`src/rtl/tcu_pulse_meter.sv`:
```
// Pulse meter for a timing-control unit: measures the delay from a ref_clk rising
// edge to the next pulse_in rising edge, and the width of that pulse, in clk_in cycles.
// Optional macro TCU_PULSE_METER_SYNC_EN adds 2-flop input synchronizers.
module tcu_pulse_meter #(
    parameter int CNT_W = 6
) (
    input  logic             clk_in,
    input  logic             reset,
    input  logic             ref_clk,
    input  logic             pulse_in,
    input  logic             arm,
    input  logic             ack,
    output logic [CNT_W-1:0] meas_delay,
    output logic [CNT_W-1:0] meas_width,
    output logic             valid,
    output logic             overflow,
    output logic             busy
);

    typedef enum logic [2:0] {
        IDLE      = 3'd0,
        WAIT_REF  = 3'd1,
        WAIT_RISE = 3'd2,
        WAIT_FALL = 3'd3,
        DONE      = 3'd4
    } state_t;

    localparam logic [CNT_W-1:0] CNT_MAX = '1;
    localparam logic [CNT_W-1:0] CNT_ONE = CNT_W'(1);

    state_t           state;
    state_t           state_next;
    logic             ref_s;
    logic             pulse_s;
    logic             ref_q;
    logic             pulse_q;
    logic             primed;
    logic             ref_rise;
    logic             pulse_rise;
    logic             pulse_fall;
    logic [CNT_W-1:0] cnt;
    logic [CNT_W-1:0] cnt_inc;
    logic             cnt_sat;

    // ------------------------------------------------------------------
    // Input conditioning
    // ------------------------------------------------------------------
`ifdef TCU_PULSE_METER_SYNC_EN
    logic [1:0] ref_sync;
    logic [1:0] pulse_sync;

    // Both inputs see identical latency, so delay and width are unaffected.
    always_ff @(posedge clk_in or negedge reset) begin
        if (!reset) begin
            ref_sync   <= 2'b00;
            pulse_sync <= 2'b00;
        end else begin
            ref_sync   <= {ref_sync[0], ref_clk};
            pulse_sync <= {pulse_sync[0], pulse_in};
        end
    end

    assign ref_s   = ref_sync[1];
    assign pulse_s = pulse_sync[1];
`else
    assign ref_s   = ref_clk;
    assign pulse_s = pulse_in;
`endif

    // ------------------------------------------------------------------
    // Edge detection
    // ------------------------------------------------------------------
    // History flops track the input every cycle, but edges are masked until
    // the first post-reset cycle has loaded real history (no false edge at release).
    // NOTE: sequential state uses non-blocking assignments so every flop
    // samples pre-edge values, independent of statement order.
    always_ff @(posedge clk_in or negedge reset) begin
        if (!reset) begin
            ref_q   <= 1'b0;
            pulse_q <= 1'b0;
            primed  <= 1'b0;
        end else begin
            ref_q   <= ref_s;
            pulse_q <= pulse_s;
            primed  <= 1'b1;
        end
    end

    assign ref_rise   = primed &  ref_s   & ~ref_q;
    assign pulse_rise = primed &  pulse_s & ~pulse_q;
    assign pulse_fall = primed & ~pulse_s &  pulse_q;

    // Saturating increment: the counter sticks at all-ones instead of wrapping.
    assign cnt_sat = (cnt == CNT_MAX);
    assign cnt_inc = cnt_sat ? cnt : cnt + CNT_ONE;

    // ------------------------------------------------------------------
    // FSM: state register
    // ------------------------------------------------------------------
    always_ff @(posedge clk_in or negedge reset) begin
        if (!reset) begin
            state <= IDLE;
        end else begin
            state <= state_next;
        end
    end

    // ------------------------------------------------------------------
    // FSM: next-state logic
    // ------------------------------------------------------------------
    // NOTE: state_next gets a default before the case so no path leaves it
    // unassigned, which would otherwise infer a latch.
    always_comb begin
        state_next = state;
        unique case (state)
            IDLE: begin
                if (arm) state_next = WAIT_REF;
            end
            WAIT_REF: begin
                if (ref_rise) state_next = pulse_rise ? WAIT_FALL : WAIT_RISE;
            end
            WAIT_RISE: begin
                if (pulse_rise) state_next = WAIT_FALL;
            end
            WAIT_FALL: begin
                if (pulse_fall) state_next = DONE;
            end
            DONE: begin
                if (ack) state_next = arm ? WAIT_REF : IDLE;
            end
            default: state_next = IDLE;
        endcase
    end

    // ------------------------------------------------------------------
    // FSM: outputs
    // ------------------------------------------------------------------
    always_comb begin
        valid = 1'b0;
        busy  = 1'b0;
        unique case (state)
            WAIT_REF, WAIT_RISE, WAIT_FALL: busy  = 1'b1;
            DONE:                           valid = 1'b1;
            default: ;
        endcase
    end

    // ------------------------------------------------------------------
    // Measurement datapath
    // ------------------------------------------------------------------
    // Results are written only on the completing transitions, so they hold
    // steady through DONE until the next measurement overwrites them.
    always_ff @(posedge clk_in or negedge reset) begin
        if (!reset) begin
            cnt        <= '0;
            meas_delay <= '0;
            meas_width <= '0;
            overflow   <= 1'b0;
        end else begin
            unique case (state)
                IDLE: begin
                    if (arm) begin
                        cnt      <= '0;
                        overflow <= 1'b0;
                    end
                end
                WAIT_REF: begin
                    if (ref_rise) begin
                        if (pulse_rise) begin
                            meas_delay <= '0;
                            cnt        <= CNT_ONE;
                        end else begin
                            cnt <= '0;
                        end
                    end
                end
                WAIT_RISE: begin
                    // The rise cycle itself counts toward the delay.
                    if (pulse_rise) begin
                        meas_delay <= cnt_inc;
                        cnt        <= CNT_ONE;
                    end else begin
                        cnt <= cnt_inc;
                    end
                    if (cnt_sat) overflow <= 1'b1;
                end
                WAIT_FALL: begin
                    if (pulse_fall) begin
                        meas_width <= cnt;
                    end else if (pulse_s) begin
                        cnt <= cnt_inc;
                        if (cnt_sat) overflow <= 1'b1;
                    end
                end
                DONE: begin
                    if (ack && arm) begin
                        cnt      <= '0;
                        overflow <= 1'b0;
                    end
                end
                default: ;
            endcase
        end
    end

endmodule

```
`config.mk`:
```
export PLATFORM = sky130hd
export DESIGN_NAME = tcu_pulse_meter
export DESIGN_NICKNAME = d
export VERILOG_FILES = /design/src/rtl/tcu_pulse_meter.sv
export SDC_FILE = /design/constraint.sdc
export NUM_CORES = 1
export LEC_CHECK = 0
export ABC_AREA = 1
export CAP_MARGIN = 20
export CORE_MARGIN = 2
export CORE_UTILIZATION = 56
export DETAILED_ROUTE_END_ITERATION = 10
export PLACE_DENSITY = 0.83
export SLEW_MARGIN = 20
export SYNTH_ARGS = -nofsm -noshare
export SYNTH_HDL_FRONTEND = slang
export SYNTH_SLANG_ARGS = --single-unit
```
`constraint.sdc`:
```
create_clock -name clk_in -period 2.5 [get_ports clk_in]
set_clock_uncertainty 0.05 [all_clocks]
set_input_delay 0.5 -clock clk_in [delete_from_list [all_inputs] [get_ports clk_in]]
set_output_delay 0.5 -clock clk_in [all_outputs]
set_load 0.02 [all_outputs]
```
==> flow_summary.ini, run 1 <==
[floorplan]
start_util_pct = 59.4
io_pins = 21
num_rows = 17
dieArea_um2 = 2750
die_x_um = 52.5
die_h_um = 52.5
coreArea_um2 = 2210

[layout]
syn2layout_area_growth_pct = 20.6
drive_gt1_share_pct = 9.14
final_cells = 225
nets = 205
n_antenna_cell = 0

[clock_network]
tritoncts = done
clock_path_buffers = 2
clockRootBuffer = clkbuf_4
clkLatencyLatePin_ps = 320
cts.sinks = 25
cts_buffers = 3
ctsHtreeMaxLevel = 1
clkTransAtPathRegs_ps = 140

[grt]
grt_max_degree = 26
antenna_found_initial = 0
grt_usage_pct = 24.4
overflow = 0
grt_pass1_wl_mm = 4.86
grt_pass1_vias = 1099

[run_status]
outcome = complete, no violations

[min_path]
worstHoldPathType = flop to flop
hold_path_end = meas_width[4]$_DFFE_PN0P_
min_from = meas_width[4]$_DFFE_PN0P_
hold_depth = 2

[critical_path]
r2r_start = cnt[0]$_DFFE_PN0P_
crit_path_end_kind = output pin
r2r_end = cnt[1]$_DFFE_PN0P_
cp-start-kind = flop
rr_worst_depth = 7
arrival_ps = 1830
critical_path_class = flop to output pin
rrSetupSlack_ps = 830
path_max_fanout = 7
worst_ep_required_time_ps = 1950

[route]
antenna_left = 0
drt_iter0_markers = 26
routed_via_density = 5.38
first_pass_iters = 4
drt_wl_total_mm = 2.88
vias = 1211
drc_errors = 0
wire_per_inst_um = 12.8

[yosys]
postSynthCellCount = 172
synth_area_leader_cell = dfrtp_1
syn-num-nets = 179
synth_top_area_share_pct = 47.6
avgSynthCellArea_um2 = 7.65
yosysUniqueCellTypes = 21
yosysWarnings = 0
syn_area_um2 = 1320
ys_top_cells_by_area = dfrtp_1 48%, nand2_1 19%, inv_1 5.4%, nor2_1 4.3%, o21ai_0 4.2%
synth-seq-area-share_pct = 47.6
ys_seq_elements = 25

[timing]
rsz0062_at_grt = false
hold_viol = 0
fmax_mhz = 421
setup_viol = 0
slew_violations = 0
fin_crit_ps = 2380
tns_ps = 0
period_share_pct = 95.1

[power]
ir_drop_uv = 627
leakage_nw = 0.846
power_density_nw_per_um2 = 912

[placement]
gp_congestion = 0.886
dpl.hpwl_mm = 2.22
io_buffer_count = 20
dp_cells = 221

[run]
max_cap_violations = 0
==> worst max path at each step <==
stage	start	end	slack, ps	depth (start not counted)
finish	state[0]$_DFFE_PN0P_	valid	120	4
global route	state[0]$_DFFE_PN0P_	valid	20	4
CTS	state[0]$_DFFE_PN0P_	valid	40	4
detailed placement	state[0]$_DFFE_PN0P_	valid	410	4
global placement	state[0]$_DFFE_PN0P_	valid	500	4
floorplan	state[0]$_DFFE_PN0P_	valid	1030	3
==> kinds of logic (layout without fill, tap and decap cells) <==
family / Yosys count / after routing / share of synthesized area (%)
AO/OA/AOI/OAI: 20 / 20 / 9.51
XOR/XNOR: 3 / 3 / 2.00
adder cells (fa/ha/maj): 1 / 1 / 0.951
buffers and inverters: 22 / 47 / 7.04
flip-flops: 25 / 25 / 47.6
other: 1 / 1 / 0.285
AND/OR/NAND/NOR: 100 / 100 / 32.6
==> per-stage QoR <==
stage | setup slack (ps) | area (um2) | utilization (%) | total power [mW] | hold WS, ps
floorplan | 1030 | 1320 | - | 1.03 | 154
global placement | 501 | 1550 | 70.2 | 1.23 | 413
detailed placement | 412 | 1550 | 70.2 | 1.26 | 424
CTS | 38.8 | 1580 | 71.6 | 1.45 | 451
global route | 20.3 | 1590 | 71.7 | 1.57 | 461
finish | 123 | 1590 | 71.7 | 1.45 | 445
==> registers in the layout, summed over array words and instances (netlist names) <==
| name | count |
|---|---|
| pulse_q | 1 |
| meas_width | 6 |
| ref_q | 1 |
| primed | 1 |
| state | 3 |
| overflow | 1 |
| meas_delay | 6 |
| cnt | 6 |
==> Yosys cell counts, drive strengths merged <==
cell type	number
a21oi	2
buf	1
conb	1
dfrtp	25
ha	1
inv	21
nand2	65
nand3	10
nand3b	2
nand4	6
nor2	16
nor3	1
o21ai	17
o21bai	1
xnor2	1
xor2	2
==> area by class of cell <==
cell class / instances / area [um2]
sequential: 25 / 626
fill: 198 / 626
multi-input combinational: 125 / 599
timing repair buffer: 22 / 215
inverter: 21 / 81.3
tap: 28 / 35.0
clock buffer: 3 / 22.5
clock inverter: 1 / 7.51
==> per-layer routing <==
layer	GRT usage, %	vias up	routed length [um]
met5	0	-	0
met4	8.97	0	33
met3	3.43	4	145
met2	39.0	37	1410
met1	33.8	573	1300
li1	-	597	-
==> critical path, cell delays in order (launching register included) <==
cell	delay, ps
dfrtp_1	480
nor2_2	250
nand2_1	130
inv_1	70
clkdlybuf4s50_1	590
==> power by group <==
part	total [mW]	switching (mW)	leakage, nW	internal (mW)
clock network	0.182	0.121	0.0139	0.0611
registers	0.571	0.0865	0.333	0.484
logic	0.694	0.446	0.498	0.248
==> cells in the final DEF (no fill, tap or decap), types with 2 or more instances in the layout <==
cell type	count
o21ai_0	11
nand3_1	8
buf_4	2
nand4_1	6
clkdlybuf4s50_1	20
nand3_2	2
clkbuf_4	3
xor2_1	2
nand2_1	65
nand3b_1	2
inv_1	19
dfrtp_1	25
o21ai_2	6
nor2_1	14
a21oi_1	2
==> repair_timing <==
item	CTS	global route
hold buffers	0	0
setup buffers	0	0
resized for setup	0	1
setup endpoints to repair	0	1
Note: power is estimated with default switching activity, not from simulation.
==> inputs of run 2 (changes only) <==
PLACE_DENSITY = unset   (was 0.83)
PLACE_DENSITY_LB_ADDON = 0.05   (was unset)
==> run 2 against run 1 <==
Total power fell by 2.1%. Utilization fell by 0.11 points. Global-route usage fell by 2.1 points. Cell count unchanged. First-iteration DRC count rose by 19%. Non-clock buffer count unchanged. Routed wire length down 8.7%. Sequential power hardly changed. Largest cell class unchanged. Largest power group unchanged.
==> flow_summary.ini, run 2 (synthesis gave the netlist of run 1 again) <==
[run_status]
outcome = complete, no violations

[placement]
gp_congestion = 0.930
dpl.hpwl_mm = 2.02
post-place-ws_ps = 437
dp_cells = 221
io_buffer_count = 20

[grt]
antenna_found_initial = 0
grt_max_degree = 26
grt_pass1_wl_mm = 4.55
grt_pass1_vias = 1088
overflow = 0
grt_usage_pct = 22.3

[critical_path]
worst_ep_required_time_ps = 1950
r2r_start = cnt[0]$_DFFE_PN0P_
rr_worst_depth = 7
startpoint = state[0]$_DFFE_PN0P_
crit_path_end_kind = output pin
r2r_end = cnt[1]$_DFFE_PN0P_
rrSetupSlack_ps = 840
arrival_ps = 1780
path_max_fanout = 7
critical_path_class = flop to output pin
cp-start-kind = flop

[timing]
period_share_pct = 93.3
setup_viol = 0
fin_crit_ps = 2330
hold_viol = 0
tns_ps = 0
rsz0062_at_grt = false
fin_ws_ps = 169
fmax_mhz = 429
slew_violations = 0

[layout]
n_antenna_cell = 0
nets = 205
syn2layout_area_growth_pct = 20.5
final_cells = 225
register_area_um2 = 626
fin_util_pct = 71.6
multi_input_area_um2 = 599
drive_gt1_share_pct = 9.14
nFillCells = 178
final_common_cell = nand2_1
reg_top3 = cnt (6), meas_delay (6), meas_width (6)
final_cell_mix = 65 x nand2_1, 25 x dfrtp_1, 20 x clkdlybuf4s50_1, 19 x inv_1, 14 x nor2_1

[power]
power.internal_mw = 0.792
p_comb_share_pct = 47.5
finalPower_mw = 1.42
switching_share_pct = 44.1
power_density_nw_per_um2 = 895
p_clk_share_pct = 12.5
leakage_nw = 0.849
power_switching_mw = 0.625
ir_drop_uv = 631
p_seq_share_pct = 40.1

[floorplan]
die_x_um = 52.5
dieArea_um2 = 2750
die_h_um = 52.5
coreArea_um2 = 2210
start_util_pct = 59.4
num_rows = 17
io_pins = 21

[min_path]
worstHoldPathType = flop to flop
hold_path_end = meas_width[4]$_DFFE_PN0P_
hold_depth = 2
min_from = meas_width[4]$_DFFE_PN0P_

[clock_network]
cts_resized = 0
ctsHtreeMaxLevel = 1
clkLatencyLatePin_ps = 310
clkTransAtPathRegs_ps = 140
cts_buffers = 3
cts.sinks = 25
clockRootBuffer = clkbuf_4
cts_setup_buffers = 0
clock_path_buffers = 2
tritoncts = done
cts_hold_buf = 0

[route]
first_pass_iters = 4
antenna_left = 0
vias = 1155
wire_per_inst_um = 11.7
drc_errors = 0
routed_via_density = 5.13
drt_iter0_markers = 31
drt_wl_total_mm = 2.63

[run]
max_cap_violations = 0
-- run 2: critical path: stages (launching register included) --
cell and delay [ps]:
dfrtp_1 470, nor2_2 230, nand2_1 110, inv_1 70
clkdlybuf4s50_1 590
-- run 2: per-stage QoR --
| stage | area, um2 | hold WS, ps |
|---|---|---|
| 5_1_grt | 1580 | 463 |
| 2_1_floorplan | 1320 | 154 |
| 4_1_cts | 1580 | 451 |
| 3_3_place_gp | 1550 | 415 |
| 6_report | 1580 | 445 |
| 3_5_place_dp | 1550 | 417 |
-- run 2: per-layer routing --
metal,wire length (um),vias up,share of wire (%),track usage [%]
met1,1210,520,46,30.8
met5,0,-,0,0
met4,17,0,0.65,5.56
li1,-,595,-,-
met3,165,2,6.3,4.00
met2,1240,38,47,36.3
-- run 2: worst max path at each step --
stage / end / cells past startpoint / slack, ps
finish: valid / 4 / 170
global route: valid / 4 / 20
CTS: valid / 4 / 70
detailed placement: valid / 4 / 440
global placement: valid / 4 / 500
floorplan: valid / 3 / 1030
-- run 2: area by class of cell --
class	instances	share of cell area, %
inverters	21	5.13
well taps	28	2.21
clock buffers	3	1.42
clock inverters	1	0.316
multi-input cells	125	37.8
flip-flops and latches	25	39.5
repair buffers	22	13.6
-- run 2: power by group through the flow --
stage / Combinational [mW] / Sequential, mW / Clock, mW
2_1_floorplan: 0.426 / 0.603 / 0
3_3_place_gp: 0.660 / 0.567 / 0
3_5_place_dp: 0.671 / 0.572 / 0
4_1_cts: 0.675 / 0.564 / 0.186
5_1_grt: 0.759 / 0.584 / 0.202
6_report: 0.672 / 0.568 / 0.177
==> variant 1: new RTL, config.mk and constraints of run 1 <==
The parameter `CNT_W` goes from 6 to 7.
--- a/src/rtl/tcu_pulse_meter.sv
+++ b/src/rtl/tcu_pulse_meter.sv
@@ -2,7 +2,7 @@
 // edge to the next pulse_in rising edge, and the width of that pulse, in clk_in cycles.
 // Optional macro TCU_PULSE_METER_SYNC_EN adds 2-flop input synchronizers.
 module tcu_pulse_meter #(
-    parameter int CNT_W = 6
+    parameter int CNT_W = 7
 ) (
     input  logic             clk_in,
     input  logic             reset,
Ports: changed (resized meas_delay and meas_width); port bits go from 21 to 23. The function was not compared with the original's and may differ.
==> variant 1 against run 1 <==
Sequential share of layout area is 0.31 points higher. Die area grew 12%. Routed wire length up 3.2%. Setup slack better by 0.023 ns. Clock power grew 19%. Global-route usage decreased by 3.9 points. Area after synthesis is 13% higher. Count of clock-buffer cells in the layout increased by 1. Sequential cell count increased by 3. Utilization shrank 1.2 points. Design area up 11%. Hold slack better by 0.013 ns. Total power is 16% higher.
==> variant 1: results (changes against run 1) <==
outcome:
  status: "finished clean"
global_route:
  grt.total_usage_pct: 20.5  # -3.9 points
  grt_max_degree: 29  # +12%
synthesis:
  ys_seq_area_share_pct: 47.2  # -0.36 points
  synth_common_cells: "nand2_1 (57), dfrtp_1 (28), inv_1 (20)"
  synth_area_leaders: "dfrtp_1 (47%), nand2_1 (14%), o21ai_0 (6.4%)"
  syn-num-nets: 196  # +9.5%
  synth_cells: 189  # +9.9%
  yosysUniqueCellTypes: 22  # +4.8%
cells_and_area:
  drive_gt1_share_pct: 8.41  # -0.73 points
  final_nets: 222  # +8.3%
  largestRegisters: "cnt x7, meas_delay x7, meas_width x7"
place:
  place_congestion: 0.857  # -3.3%
  io_buffers: 22  # +10%
  dpl.hpwl_um: 2310  # +4.1%
  dpl.cell_count: 240  # +8.6%
pwr:
  p_leak_nw: 0.892  # +5.5%
  ir_worst_vdd_mv: 0.688  # +9.8%
  p_sw_uw: 747  # +14%
routing:
  drt_iter0_drc: 44  # +69%
  dr_total_vias: 1303  # +7.6%
  wl_um: 2980  # +3.2%
  wl_per_cell_um: 12.2  # -4.8%
critical_path:
  crit_arrival_ns: 1.80  # -0.03 ns
  regToRegSetupSlack_ns: 0.78  # -0.05 ns
  rr_endpoint: "cnt[2]"
worst_hold_path:
  holdPathEnd: "meas_width[5]"
  worstHoldStart: "meas_width[5]"
-- variant 1: cell count changes in the layout (fill, tap and decap cells not counted), moves of 4 or more --
cell / delta
nand4_1: -4
nand3b_1: +4
nand2_1: -8
nand3_1: +7
o21ai_2: -5
o21ai_1: +5
o21ai_0: +8
-- variant 1: cell type report --
class                   instances  area, um^2
clock buffers                   4        36.3
fillers                       200         737
inverters                      22        82.6
multi-input cells             137         678
flip-flops and latches         28         701
well taps                      30        37.5
repair buffers                 23         228
-- variant 1: worst max-delay path, stage by stage (launching register included) --
cell	delay, ns
dfrtp_1	0.51
inv_2	0.15
o21ai_0	0.13
inv_1	0.09
clkdlybuf4s50_1	0.60
-- variant 1: metrics by stage --
stage               utilization [%]  cell area, um^2  setup WS (ns)  power [mW]  hold slack, ns
CTS                            70.5             1760          0.149        1.68           0.463
global route                   70.5             1760         0.0509        1.81           0.498
finish                         70.5             1760          0.147        1.67           0.458
detailed placement             69.1             1730          0.514        1.46           0.428
global placement               69.1             1730          0.559        1.44           0.417
floorplan                         -             1480           1.07        1.22           0.154
-- variant 1: cells by family after synthesis --
logic type | synth area share [%]
compound gates | 10.0
xor+xnor | 1.18
fa+ha+maj | 0.843
buf+inv | 7.08
flops | 47.2
other cells | 0.253
simple gates | 33.4
-- variant 1: power groups by stage --
stage	sequential, mW	combinational [mW]	clock (mW)
finish	0.643	0.813	0.217
CTS	0.643	0.813	0.220
global route	0.656	0.911	0.241
detailed placement	0.652	0.810	0
global placement	0.646	0.791	0
floorplan	0.695	0.530	0
-- variant 1: worst max path at each step --
stage                  end  slack, ns      from  cells past startpoint
floorplan           cnt[2]       1.07    cnt[0]                      7
global placement      busy       0.56  state[2]                      4
detailed placement  cnt[1]       0.51  pulse_in                      8
CTS                   busy       0.15  state[2]                      4
global route          busy       0.05  state[2]                      4
finish                busy       0.15  state[2]                      4
-- variant 1: routing by layer --
layer | GRT usage (%) | up-vias | part of all wire (%) | routed length, um
li1 | - | 655 | - | -
met1 | 25.4 | 612 | 45 | 1330
met2 | 36.6 | 32 | 51 | 1510
met3 | 3.28 | 4 | 3.9 | 115
met4 | 6.27 | 0 | 0.71 | 21
met5 | 0 | - | 0 | 0
==> variant 2: new RTL, settings of run 1 <==
Made on the original files. Encoding of `state_t`: now one-hot (5 bits for 5 states).
--- a/src/rtl/tcu_pulse_meter.sv
+++ b/src/rtl/tcu_pulse_meter.sv
@@ -17,12 +17,12 @@
     output logic             busy
 );
 
-    typedef enum logic [2:0] {
-        IDLE      = 3'd0,
-        WAIT_REF  = 3'd1,
-        WAIT_RISE = 3'd2,
-        WAIT_FALL = 3'd3,
-        DONE      = 3'd4
+    typedef enum logic [4:0] {
+        IDLE      = 5'b00001,
+        WAIT_REF  = 5'b00010,
+        WAIT_RISE = 5'b00100,
+        WAIT_FALL = 5'b01000,
+        DONE      = 5'b10000
     } state_t;
 
     localparam logic [CNT_W-1:0] CNT_MAX = '1;
Formal check against the unedited RTL: same outputs for any inputs over 10 cycles, from zero or initial values and one cycle with reset low; not proved beyond that.
==> variant 2 against run 1 <==
Critical path type unchanged. Sequential cell count rose by 2. Largest power group unchanged. Utilization shrank 3.6 points. Area after synthesis rose by 20%. Design area rose by 16%. Setup slack better by 0.11 ns. Total power rose by 1.3%. Global-route usage down 1.3 points. Clock power is 14% higher. Routed wire length rose by 15%. Largest cell class is now multi-input gates.
==> variant 2: results (changes against run 1) <==
outcome:
  status: "finished clean"
global_route:
  grt_pass1_wl_um: 5880  # +21%
  met3_usage_pct: 3.17  # -0.25 points
  grt_pass1_vias: 1292  # +18%
  grt.total_usage_pct: 23.1  # -1.3 points
  grt_max_degree: 28  # +7.7%
  grt_use_met2_pct: 33.8  # -5.1 points
pwr:
  ir_worst_vdd_mv: 0.650  # +3.7%
  power.internal_uw: 795  # about the same
  p_sw_uw: 672  # +2.9%
  p_clk_share_pct: 14.1  # +1.5 points
  p_leak_nw: 0.943  # +12%
routing:
  dr_total_vias: 1363  # +13%
  met1_length_um: 1560  # +20%
  wl_per_cell_um: 13.0  # +1.6%
  drt_iter0_drc: 74  # +180%
  dr_wl_met2_um: 1480  # +5.1%
synthesis:
  async_flop_share_pct: 100  # unchanged
  synthAdderAreaFrac_pct: 0.791  # -0.16 points
  syn-num-nets: 207  # +16%
  ys_seq_area_share_pct: 42.8  # -4.8 points
  yosysUniqueCellTypes: 32  # +52%
  synth_area_leaders: "dfrtp_1 (41%), nand2_1 (16%), nand3_1 (4.1%)"
  synth_common_cells: "nand2_1 (68), dfrtp_1 (26), inv_1 (17)"
critical_path:
  crit_path_max_incr_delay_ns: 0.62  # +0.03 ns
  crit_arrival_ns: 1.72  # -0.11 ns
  regToRegSetupSlack_ns: 0.74  # -0.09 ns
  crit_slowest_cell: "dfstp_2"
  endpoint: "busy"
  rr_endpoint: "cnt[0]"
  worstPathMaxFanout: 3  # -4
  critPathLaunch: "state[0]"
cells_and_area:
  n_fill_cell: 246  # +24%
  final_nets: 231  # +13%
  largestRegisters: "cnt x6, meas_delay x6, meas_width x6"
place:
  dpl.hpwl_um: 2570  # +16%
  pre_cts_slack_ns: 0.359  # -0.0534 ns
  dpl.cell_count: 250  # +13%
  place_congestion: 0.897  # +1.3%
clocking:
  clkSlewWorstSetupHoldPaths_ns: 0.16  # +0.02 ns
  insertion_delay_ns: 0.34  # +0.02 ns
  cts_buffers: 3  # unchanged
timing:
  setup_viol: 0  # unchanged
worst_hold_path:
  worstHoldStart: "meas_width[1]"
  holdPathEnd: "meas_width[1]"
==> variant 2: cell count changes after synthesis, sizes merged, moves of 2 or more <==
cell   change
nor2       +3
xor2       -2
nand2      +9
inv        +2
nor3       +2
nand3     +11
==> variant 2: layout make-up <==
cell class / instances / area, um^2 / area share (%)
Tap cell: 31 / 38.8 / 2.10
Sequential cell: 27 / 679 / 36.8
Multi-Input combinational cell: 147 / 796 / 43.1
Clock buffer: 3 / 22.5 / 1.22
Clock inverter: 1 / 7.51 / 0.407
Timing Repair Buffer: 21 / 209 / 11.3
Inverter: 24 / 92.6 / 5.02
==> variant 2: through the flow <==
stage                     area (um^2)  hold WS, ns
final                            1850        0.437
after global routing             1850        0.470
after CTS                        1840        0.445
after detailed placement         1810        0.409
after global placement           1810        0.408
after floorplan                  1580        0.154
==> variant 2: worst max-delay path, delay by kind of cell, from the launching register on <==
kind	cells	cell delay [ns]
AOI/OAI and AO/OA	1	0.17
buffers and inverters	2	0.38
DFF	1	0.62
and+or+nand+nor	3	0.21
